`config.mk`:
```
export PLATFORM = sky130hd
export DESIGN_NAME = i2s_tx
export DESIGN_NICKNAME = d
export VERILOG_FILES = /design/src/rtl/i2s_tx.sv
export SDC_FILE = /design/constraint.sdc
export NUM_CORES = 1
export LEC_CHECK = 0
export BUFFER_PORTS_ARGS = -buffer_cell sky130_fd_sc_hd__buf_2
export CAP_MARGIN = 5
export CORE_MARGIN = 10
export CORE_UTILIZATION = 54
export DETAILED_ROUTE_END_ITERATION = 10
export GPL_TIMING_DRIVEN = 1
export PLACE_DENSITY = 0.78
export SETUP_SLACK_MARGIN = 0.02
export SLEW_MARGIN = 25
export SYNTH_ARGS = -nofsm -noshare
export SYNTH_HDL_FRONTEND = slang
export SYNTH_SLANG_ARGS = --single-unit
```
`constraint.sdc`:
```
create_clock -name clk_i -period 3.3 [get_ports clk_i]
set_clock_uncertainty 0.15 [all_clocks]
set_input_delay 0.66 -clock clk_i [delete_from_list [all_inputs] [get_ports clk_i]]
set_output_delay 0.66 -clock clk_i [all_outputs]
set_load 0.03 [all_outputs]
```
`src/rtl/i2s_tx.sv`:
```
// I2S transmitter: divides clk_i into BCLK, frames 2*DATA_WIDTH slots per LRCLK period
// and shifts buffered samples out MSB first with the standard one-bit delay.
module i2s_tx #(
  parameter int DATA_WIDTH = 16,
  parameter int BCLK_DIV   = 4
) (
  input  logic                  clk_i,
  input  logic                  rst_i,
  input  logic                  en_i,
  input  logic                  empty_i,
  input  logic [DATA_WIDTH-1:0] rdata_i,
  output logic                  rd_o,
  output logic                  bclk_o,
  output logic                  lrclk_o,
  output logic                  sdata_o,
  output logic                  underrun_o
);

  localparam int DIV_W  = $clog2(BCLK_DIV);
  localparam int SLOT_W = $clog2(2 * DATA_WIDTH);

  localparam logic [DIV_W-1:0]  DIV_LAST    = DIV_W'(BCLK_DIV - 1);
  localparam logic [SLOT_W-1:0] SLOT_LAST   = SLOT_W'(2 * DATA_WIDTH - 1);
  localparam logic [SLOT_W-1:0] LOAD_LEFT   = SLOT_W'(1);
  localparam logic [SLOT_W-1:0] LOAD_RIGHT  = SLOT_W'(DATA_WIDTH + 1);
  localparam logic [SLOT_W-1:0] RIGHT_START = SLOT_W'(DATA_WIDTH);

  typedef enum logic {
    IDLE,
    RUN
  } state_t;

  state_t                 state;
  logic [DIV_W-1:0]       div;
  logic [SLOT_W-1:0]      slot;
  logic [SLOT_W-1:0]      next_slot;
  logic                   first;
  logic                   wrap;
  logic                   fall;
  logic                   load;
  logic [DATA_WIDTH-1:0]  shreg;

  // 'first' marks that no slot has started yet, so the first falling edge opens slot 0
  always_comb begin
    wrap      = (div == DIV_LAST);
    fall      = wrap && bclk_o;
    next_slot = '0;
    if (!first && slot != SLOT_LAST) next_slot = slot + SLOT_W'(1);
    load      = (next_slot == LOAD_LEFT) || (next_slot == LOAD_RIGHT);
  end

  always_ff @(posedge clk_i) begin
    if (rst_i) begin
      state      <= IDLE;
      div        <= '0;
      slot       <= '0;
      first      <= 1'b1;
      shreg      <= '0;
      bclk_o     <= 1'b0;
      lrclk_o    <= 1'b0;
      sdata_o    <= 1'b0;
      rd_o       <= 1'b0;
      underrun_o <= 1'b0;
    end else begin
      rd_o       <= 1'b0;
      underrun_o <= 1'b0;
      case (state)
        IDLE: begin
          div     <= '0;
          slot    <= '0;
          first   <= 1'b1;
          shreg   <= '0;
          bclk_o  <= 1'b0;
          lrclk_o <= 1'b0;
          sdata_o <= 1'b0;
          if (en_i) state <= RUN;
        end
        RUN: begin
          div <= wrap ? '0 : div + DIV_W'(1);
          if (wrap && !bclk_o) bclk_o <= 1'b1;
          if (fall) begin
            // a stop only takes effect where slot 0 would begin, dropping the last right LSB
            if (next_slot == '0 && !en_i) begin
              state   <= IDLE;
              div     <= '0;
              slot    <= '0;
              first   <= 1'b1;
              shreg   <= '0;
              bclk_o  <= 1'b0;
              lrclk_o <= 1'b0;
              sdata_o <= 1'b0;
            end else begin
              bclk_o  <= 1'b0;
              slot    <= next_slot;
              first   <= 1'b0;
              lrclk_o <= (next_slot >= RIGHT_START);
              if (load) begin
                if (!empty_i) begin
                  sdata_o <= rdata_i[DATA_WIDTH-1];
                  shreg   <= {rdata_i[DATA_WIDTH-2:0], 1'b0};
                  rd_o    <= 1'b1;
                end else begin
                  sdata_o    <= 1'b0;
                  shreg      <= '0;
                  underrun_o <= 1'b1;
                end
              end else begin
                sdata_o <= shreg[DATA_WIDTH-1];
                shreg   <= {shreg[DATA_WIDTH-2:0], 1'b0};
              end
            end
          end
        end
      endcase
    end
  end

endmodule

```
==> results of run 1 <==
[logic make-up after synthesis]
logic type | Yosys count | synth area share [%]
buf+inv | 9 | 4.705
simple gates | 62 | 24.07
fa+ha+maj | 3 | 2.715
compound gates | 27 | 12.94
flops | 29 | 41.99
mux | 17 | 12.31
xor+xnor | 2 | 1.267
[per-stage QoR]
step	setup WS, ns	util (%)	cell area (sq um)
global placement	0.7357	61.01	1498
CTS	0.5987	63.86	1568
finish	0.6124	63.86	1568
floorplan	0.8715	-	1383
global route	0.4625	63.86	1568
detailed placement	0.6184	61.01	1498
[power breakdown]
group	internal [mW]	leakage [nW]	total, mW	switching, mW
clock network	0.123	0.0413	0.247	0.124
registers	0.353	0.234	0.358	0.00430
logic	0.0282	0.323	0.0571	0.0289
total	0.505	0.599	0.662	0.157
[worst paths after layout]
kind                    to  slack, ns
setup / recovery  shreg[7]       0.61
hold reg to reg     div[0]       0.29
hold / removal      div[0]       0.29
setup reg to reg  shreg[7]       0.61
[cell type report]
type	count	area share (%)
multi-input cells	111	47.01
clock inverters	1	0.3192
inverters	2	0.4789
flip-flops and latches	29	37.03
clock buffers	7	4.150
well taps	30	2.394
repair buffers	26	8.619
[worst max-delay path: cells and delay by family, from the launching register on]
kind	cells	cell delay, ns
fa+ha+maj	2	0.55
flops	1	0.37
compound gates	3	0.74
simple gates	2	0.75
[metal layers]
metal	vias to the layer above	global-route usage [%]	part of all wire, %
li1	574	-	-
met1	507	12.50	42
met2	21	20.56	51
met3	6	5.858	5.7
met4	0	5.591	1.8
met5	-	0	0
[cell usage in the layout, fill, tap and decap left out, types with 2 or more instances in the layout]
cell	synthesis	routed
dfxtp_1	29	29
nand2_1	24	24
buf_2	0	24
mux2i_1	17	17
nor2b_1	15	15
o21ai_1	10	10
o21ai_2	7	7
nor2_1	6	6
clkbuf_4	0	5
nor3_1	4	4
a21oi_1	4	4
nand3_1	3	3
ha_1	3	3
nor3b_2	2	2
clkbuf_8	0	2
buf_4	0	2
==> impl_metrics.tcl, run 1 <==
set metrics [dict create \
    initial_core_util_pct 56.32 \
    syn_inst 149 \
    cp-startpoint "slot[0]" \
    slowest_delay_ns 0.52 \
    reg_top3 "shreg (15), slot (5), div (2)" \
    drtIter0Drc 46 \
    grt-ovfl-total 0 \
    vias 1108 \
    grt_pass1_wl_mm 4.995 \
    postCtsHoldBufs 0 \
    diodes 0 \
    grt_usage_pct 12.18 \
    cp_data_arrival_time_ns 2.75 \
    tightest_slew_ns 0.4094 \
    ys_seq_area_share_pct 41.99 \
    hold_ws_ns 0.2928 \
    dieArea_sq_um 4984 \
    stdcell_count 206 \
    cp_cell_sequence "ha_1, and3_2, ha_1, or4b_1, o22ai_1, a211o_2, o21ai_1" \
    async_reset_ff_share_pct 0 \
    setup_tns_ns 0 \
    min_delay_path_depth 1 \
    multiInputGateArea_sq_um 737.0 \
    drv_cap 0 \
    yosys_warnings 0 \
    numPortBuffers 24 \
    chipHeight_um 70.60 \
    dp_cells 198 \
    synthTopCellsByArea "dfxtp_1 42%, mux2i_1 12%, nor2b_1 6.8%" \
    numCtsBuffers 5 \
    num_io_pins 25 \
    leakagePower_nw 0.5989 \
    slowest_stage "or4b_1" \
    synth-main-ff-cell "dfxtp_1" \
    ctsResizeCount 0 \
    path_clk_slew_ns 0.09 \
    peakVddDrop_mv 0.3657 \
    synth_most_common_cell "dfxtp_1" \
    cts_max_level 2 \
    antenna_found_initial 0 \
    ys_ff_latch 29 \
    relSlewSlack_pct 72.71 \
    synth_edf_count 0 \
    setup_viol_count_final 0 \
    clockBufferDepth 2 \
    clock-sinks 29 \
    powerDensity_nw_per_um2 422.1 \
    worstPathRequired_ns 3.37 \
    syn_area_sq_um 1383 \
    avgSynthCellArea_sq_um 9.279 \
    cts_tree "built" \
    place_hpwl_mm 1.996 \
    hp-class "flop to flop" \
    rows 18 \
    largest_register_ffs 15 \
    die_w_um 70.60 \
    rr_startpoint "slot[0]" \
    synth_common_cells "29 x dfxtp_1, 24 x nand2_1, 17 x mux2i_1, 15 x nor2b_1, 10 x o21ai_1" \
    critPathCaptureType "flop" \
    outcome "completed" \
    fin_nets 198 \
    rsz0062_at_grt "false" \
    grt_max_degree 19 \
    via_per_inst 5.379 \
    min_period_ns 2.688 \
    core_area_sq_um 2455 \
    power.total_mw 0.6618 \
    postCtsSetupRepairBufs 0 \
    clock_latency_ns 0.33 \
    grt_pass1_vias 1113 \
    synth_top_area_share_pct 41.99 \
    min_from "div[0]" \
    wl_per_cell_um 13.44 \
    period_share_pct 81.44 \
    top_register "shreg" \
    cts-root-buf "clkbuf_4" \
    synth_area_leader_cell "dfxtp_1" \
    cp-start-kind "flop" \
    critPathKind "flop to flop" \
    gp_congestion 0.8384 \
    slew_violations 0 \
    antenna_left 0 \
    hold_viol 0 \
    synth.distinct_cells 33 \
    regArea_sq_um 580.6 \
    cp_common_cell "ha_1" \
    max_freq_mhz 372.1 \
    nFillCells 217 \
    worstPathMaxFanout 18 \
    drc 0 \
    synth_nets 172 \
    reg2reg_depth 7 \
    area_growth_pct 13.39 \
    drive_gt1_share_pct 26.70 \
    dr.pass1.iters 4 \
    routed_wl_mm 2.768 \
]
No activity file was read; power rests on OpenSTA's default activity.
==> run 2, diff against run 1 <==
==> constraint.sdc (replaced) <==
create_clock -name clk_i -period 2.76 [get_ports clk_i]
set_clock_uncertainty 0.15 [all_clocks]
set_input_delay 0.552 -clock clk_i [delete_from_list [all_inputs] [get_ports clk_i]]
set_output_delay 0.552 -clock clk_i [all_outputs]
set_load 0.03 [all_outputs]
==> run 2 against run 1 <==
Net effect: cell area rose by 1.1%; sequential share of layout area fell by 0.41 points; clock power rose by 6%; wire length rose by 6.1%; largest power group unchanged.
==> impl_metrics.tcl, run 2 (synthesized netlist as in run 1, its figures left out) <==
set metrics [dict create \
    outcome "completed" \
    stdcell_count 206 \
    reg_top3 "shreg (15), slot (5), div (2)" \
    min_from "div[0]" \
    wl_per_cell_um 14.26 \
    numCtsBuffers 5 \
    use_met3_pct 4.324 \
    setup_tns_ns 0 \
    grt_pass1_wl_mm 5.023 \
    chipHeight_um 70.60 \
    crit_path_end "shreg[4]" \
    relSlewSlack_pct 71.14 \
    met2_usage_pct 22.46 \
    max_freq_mhz 395.1 \
    worst_slack_ns 0.2287 \
    fin_nets 199 \
    grt_usage_pct 12.27 \
    initial_core_util_pct 56.32 \
    slew_violations 0 \
    critPathCaptureType "flop" \
    peakVddDrop_mv 0.3661 \
    drv_cap 0 \
    stdcell_area_sq_um 1585 \
    drtIter0Drc 42 \
    top_register "shreg" \
    die_w_um 70.60 \
    hp-class "flop to flop" \
    vias 1124 \
    cts_tree "built" \
    cp-start-kind "flop" \
    path_clk_slew_ns 0.09 \
    rr_startpoint "slot[0]" \
    largest_register_ffs 15 \
    reg2reg_depth 8 \
    clockBufferDepth 2 \
    antenna_left 0 \
    mostFrequentLayoutCell "dfxtp_1" \
    postCtsSetupRepairBufs 0 \
    cts-root-buf "clkbuf_4" \
    drc 0 \
    dr.pass1.iters 5 \
    regToRegSetupSlack_ns 0.23 \
    critPathKind "flop to flop" \
    place_hpwl_mm 2.110 \
    top_usage_layer "met2" \
    period_share_pct 91.71 \
    via_per_inst 5.456 \
    utilization_pct 64.58 \
    hold_viol 0 \
    ctsResizeCount 0 \
    worstPathRequired_ns 2.83 \
    cts_max_level 2 \
    hold_ws_ns 0.2953 \
    routed_wl_mm 2.938 \
    numPortBuffers 24 \
    dpl_cell_area_sq_um 1530 \
    clock_latency_ns 0.33 \
    postCtsHoldBufs 0 \
    area_growth_pct 14.66 \
    drive_gt1_share_pct 26.14 \
    rsz0062_at_grt "false" \
    r2r_end "shreg[4]" \
    diodes 0 \
    clock-sinks 29 \
    dieArea_sq_um 4984 \
    grtUsageMet1_pct 11.78 \
    power.total_mw 0.7617 \
    num_io_pins 25 \
    core_area_sq_um 2455 \
    grt-ovfl-total 0 \
    dp_cells 199 \
    rows 18 \
    min_period_ns 2.531 \
    worstPathMaxFanout 18 \
    cp-startpoint "slot[0]" \
    leakagePower_nw 0.6027 \
    tightest_slew_ns 0.4329 \
    place_ws_ns 0.2478 \
    cp_data_arrival_time_ns 2.60 \
    grt_max_degree 19 \
    powerDensity_nw_per_um2 480.5 \
    layout_common_cells "29 x dfxtp_1, 24 x nand2_1, 24 x buf_2" \
    grt_pass1_vias 1169 \
    gp_congestion 0.8422 \
    setup_viol_count_final 0 \
    antenna_found_initial 0 \
]
[run 2: changes by cell type in the layout (fill, tap and decap cells not counted)]
cell	before	now
buf_12	0	2
clkbuf_8	2	1
clkinv_2	1	0
clkbuf_1	0	1
buf_4	2	1
[run 2: worst min-delay path by stage]
| stage | end | slack, ns | depth (start not counted) |
|---|---|---|---|
| after floorplan | div[0] | 0.25 | 1 |
| after global routing | state | 0.30 | 2 |
| after global placement | div[0] | 0.26 | 1 |
| final | div[0] | 0.30 | 1 |
| after detailed placement | div[0] | 0.27 | 1 |
| after CTS | div[0] | 0.29 | 1 |
[run 2: area by class of cell]
cell class	count	area (sq um)
fillers	218	869.6
multi-input cells	111	737.0
flip-flops and latches	29	580.6
repair buffers	27	167.7
clock buffers	7	55.05
well taps	30	37.54
inverters	2	7.507
[run 2: critical path, stage by stage (launching register included)]
cell	delay (ns)
dfxtp_1	0.36
ha_1	0.26
and3_2	0.23
ha_1	0.29
or4b_1	0.52
o22ai_1	0.18
a211o_2	0.19
buf_12	0.16
o21ai_1	0.09
[run 2: routing by layer]
layer | routed length (um) | vias up
met5 | 0 | -
met4 | 65 | 0
met3 | 167 | 9
met2 | 1525 | 29
met1 | 1180 | 516
li1 | - | 570
[run 2: where the power goes]
part	internal (mW)	switching [mW]
Sequential	0.422	0.00530
Clock	0.120	0.141
Combinational	0.0362	0.0370
==> run 3, diff against run 2 <==
==> constraint.sdc (replaced) <==
create_clock -name clk_i -period 2.6 [get_ports clk_i]
set_clock_uncertainty 0.15 [all_clocks]
set_input_delay 0.52 -clock clk_i [delete_from_list [all_inputs] [get_ports clk_i]]
set_output_delay 0.52 -clock clk_i [all_outputs]
set_load 0.03 [all_outputs]
==> run 3 against run 2 <==
Net effect: sequential power rose by 6.1%; sequential share of layout area down 2.0 points; combinational power increased by 29%; utilization is 3.9 points higher; critical endpoint is now sdata_o; largest cell class unchanged; highest routed layer unchanged.
==> impl_metrics.tcl, run 3 (synthesized netlist as in run 1, its figures left out) <==
set metrics [dict create \
    rows 18 \
    setup_viol_count_final 0 \
    reg2reg_depth 9 \
    period_share_pct 96.82 \
    chipHeight_um 70.60 \
    cp_cell_sequence "ha_2, and3_2, ha_2, or4_4, nor3_4, buf_4, clkbuf_16, mux2i_1, o21ai_1" \
    critPathKind "flop to flop" \
    setup_tns_ns 0 \
    slowest_delay_ns 0.44 \
    peakVddDrop_mv 0.4871 \
    fin_nets 204 \
    numCtsBuffers 5 \
    critPathCaptureType "flop" \
    powerDensity_nw_per_um2 486.3 \
    multiInputGateArea_sq_um 758.2 \
    numPortBuffers 24 \
    drive_gt1_share_pct 30.94 \
    path_clk_slew_ns 0.08 \
    slew_violations 0 \
    cp-start-kind "flop" \
    outcome "completed" \
    cp_common_cell "ha_2" \
    grt_pass1_wl_mm 5.064 \
    stdcell_count 211 \
    grt_max_degree 19 \
    dr.pass1.iters 4 \
    initial_core_util_pct 56.32 \
    slowest_stage "or4_4" \
    cp_top_family "simple AND/OR/NAND/NOR gates" \
    leakagePower_nw 0.6310 \
    via_per_inst 5.464 \
    wl_per_cell_um 13.97 \
    rr_startpoint "slot[0]" \
    drv_cap 0 \
    worst_slack_ns 0.08256 \
    antenna_left 0 \
    drc 0 \
    clock_latency_ns 0.32 \
    drtIter0Drc 76 \
    nFillCells 209 \
    num_io_pins 25 \
    antenna_found_initial 0 \
    reg_top3 "shreg (15), slot (5), div (2)" \
    place_hpwl_mm 1.994 \
    max_freq_mhz 397.2 \
    top_register "shreg" \
    cts-root-buf "clkbuf_4" \
    clockBufferDepth 2 \
    layout_common_cells "28 x dfxtp_1, 24 x nand2_1, 24 x buf_2" \
    die_w_um 70.60 \
    area_growth_pct 21.54 \
    hold_viol 0 \
    postCtsHoldBufs 0 \
    min_period_ns 2.517 \
    routed_wl_mm 2.947 \
    cp-startpoint "slot[0]" \
    dieArea_sq_um 4984 \
    cts_max_level 2 \
    place_ws_ns 0.05121 \
    largest_register_ffs 15 \
    worstPathMaxFanout 9 \
    core_area_sq_um 2455 \
    rsz0062_at_grt "false" \
    r2r_end "sdata_o" \
    diodes 0 \
    crit_buf_inv 2 \
    clock-sinks 29 \
    vias 1153 \
    crit_path_end "sdata_o" \
    regArea_sq_um 581.8 \
    cts_tree "built" \
    grt-ovfl-total 0 \
    power.total_mw 0.8172 \
    mostFrequentLayoutCell "dfxtp_1" \
    hp-class "flop to flop" \
    grt_pass1_vias 1159 \
    dp_cells 199 \
    gp_congestion 0.8807 \
    tightest_slew_ns 0.3968 \
    path_depth 9 \
    relSlewSlack_pct 73.54 \
    regToRegSetupSlack_ns 0.08 \
    grt_usage_pct 11.96 \
    cp_data_arrival_time_ns 2.58 \
    worstPathRequired_ns 2.66 \
]
## run 3: cell types whose count changed in the layout (fill, tap and decap cells not counted)
cell,delta
nor3_4,+1
dfxtp_1,-1
o22ai_2,+1
dfxtp_2,+1
nor3_2,-1
clkbuf_16,+2
ha_2,+2
ha_1,-2
mux2i_1,-1
buf_4,+3
o22ai_1,-1
mux2i_2,+1
## run 3: final cells by class
| type | instances | share of cell area (%) |
|---|---|---|
| repair buffers | 32 | 14.30 |
| clock buffers | 7 | 3.276 |
| well taps | 30 | 2.234 |
| multi-input cells | 111 | 45.12 |
| flip-flops and latches | 29 | 34.62 |
| inverters | 2 | 0.4468 |
## run 3: metal layers
metal  track usage [%]  share of wire (%)  up-vias
li1                  -                  -      580
met1             12.70                 41      545
met2             21.26                 53       21
met3             5.021                4.8        7
met4             3.226                1.2        0
met5                 0                  0        -
## run 3: worst register-to-register path, delay by kind of cell, from the launching register on
| kind | cells | cell delay (ns) |
|---|---|---|
| adder cells (fa/ha/maj) | 2 | 0.42 |
| AND/OR/NAND/NOR | 3 | 0.86 |
| AO/OA/AOI/OAI | 1 | 0.09 |
| buffers and inverters | 2 | 0.32 |
| flip-flops | 1 | 0.35 |
| multiplexers | 1 | 0.24 |
## run 3: repair_timing
item                                    CTS  global route
endpoints found under the setup margin    1            20
setup buffers                             1             2
pin swaps                                 1             1
gates resized for setup                   0             6
cloned                                    0             2
## run 3: where the power goes
group	total, mW	switching [mW]	internal (mW)
Clock	0.269	0.142	0.127
Sequential	0.454	0.00530	0.448
Combinational	0.0945	0.0420	0.0524
Total	0.817	0.189	0.628
## run 3: through the flow
step	util (%)	cell area [sq um]	hold slack (ns)
after CTS	64.88	1593	0.2769
after detailed placement	62.33	1530	0.2727
final	68.45	1680	0.2826
after global placement	62.33	1530	0.2632
after floorplan	-	1383	0.2543
after global routing	68.45	1680	0.3130
## run 3: how the worst min path moves through the flow
stage	startpoint	to	cells past startpoint
after detailed placement	div[0]	div[0]	1
final	div[0]	div[0]	1
after floorplan	div[0]	div[0]	1
after CTS	en_i	state	2
after global routing	div[0]	div[0]	1
after global placement	div[0]	div[0]	1
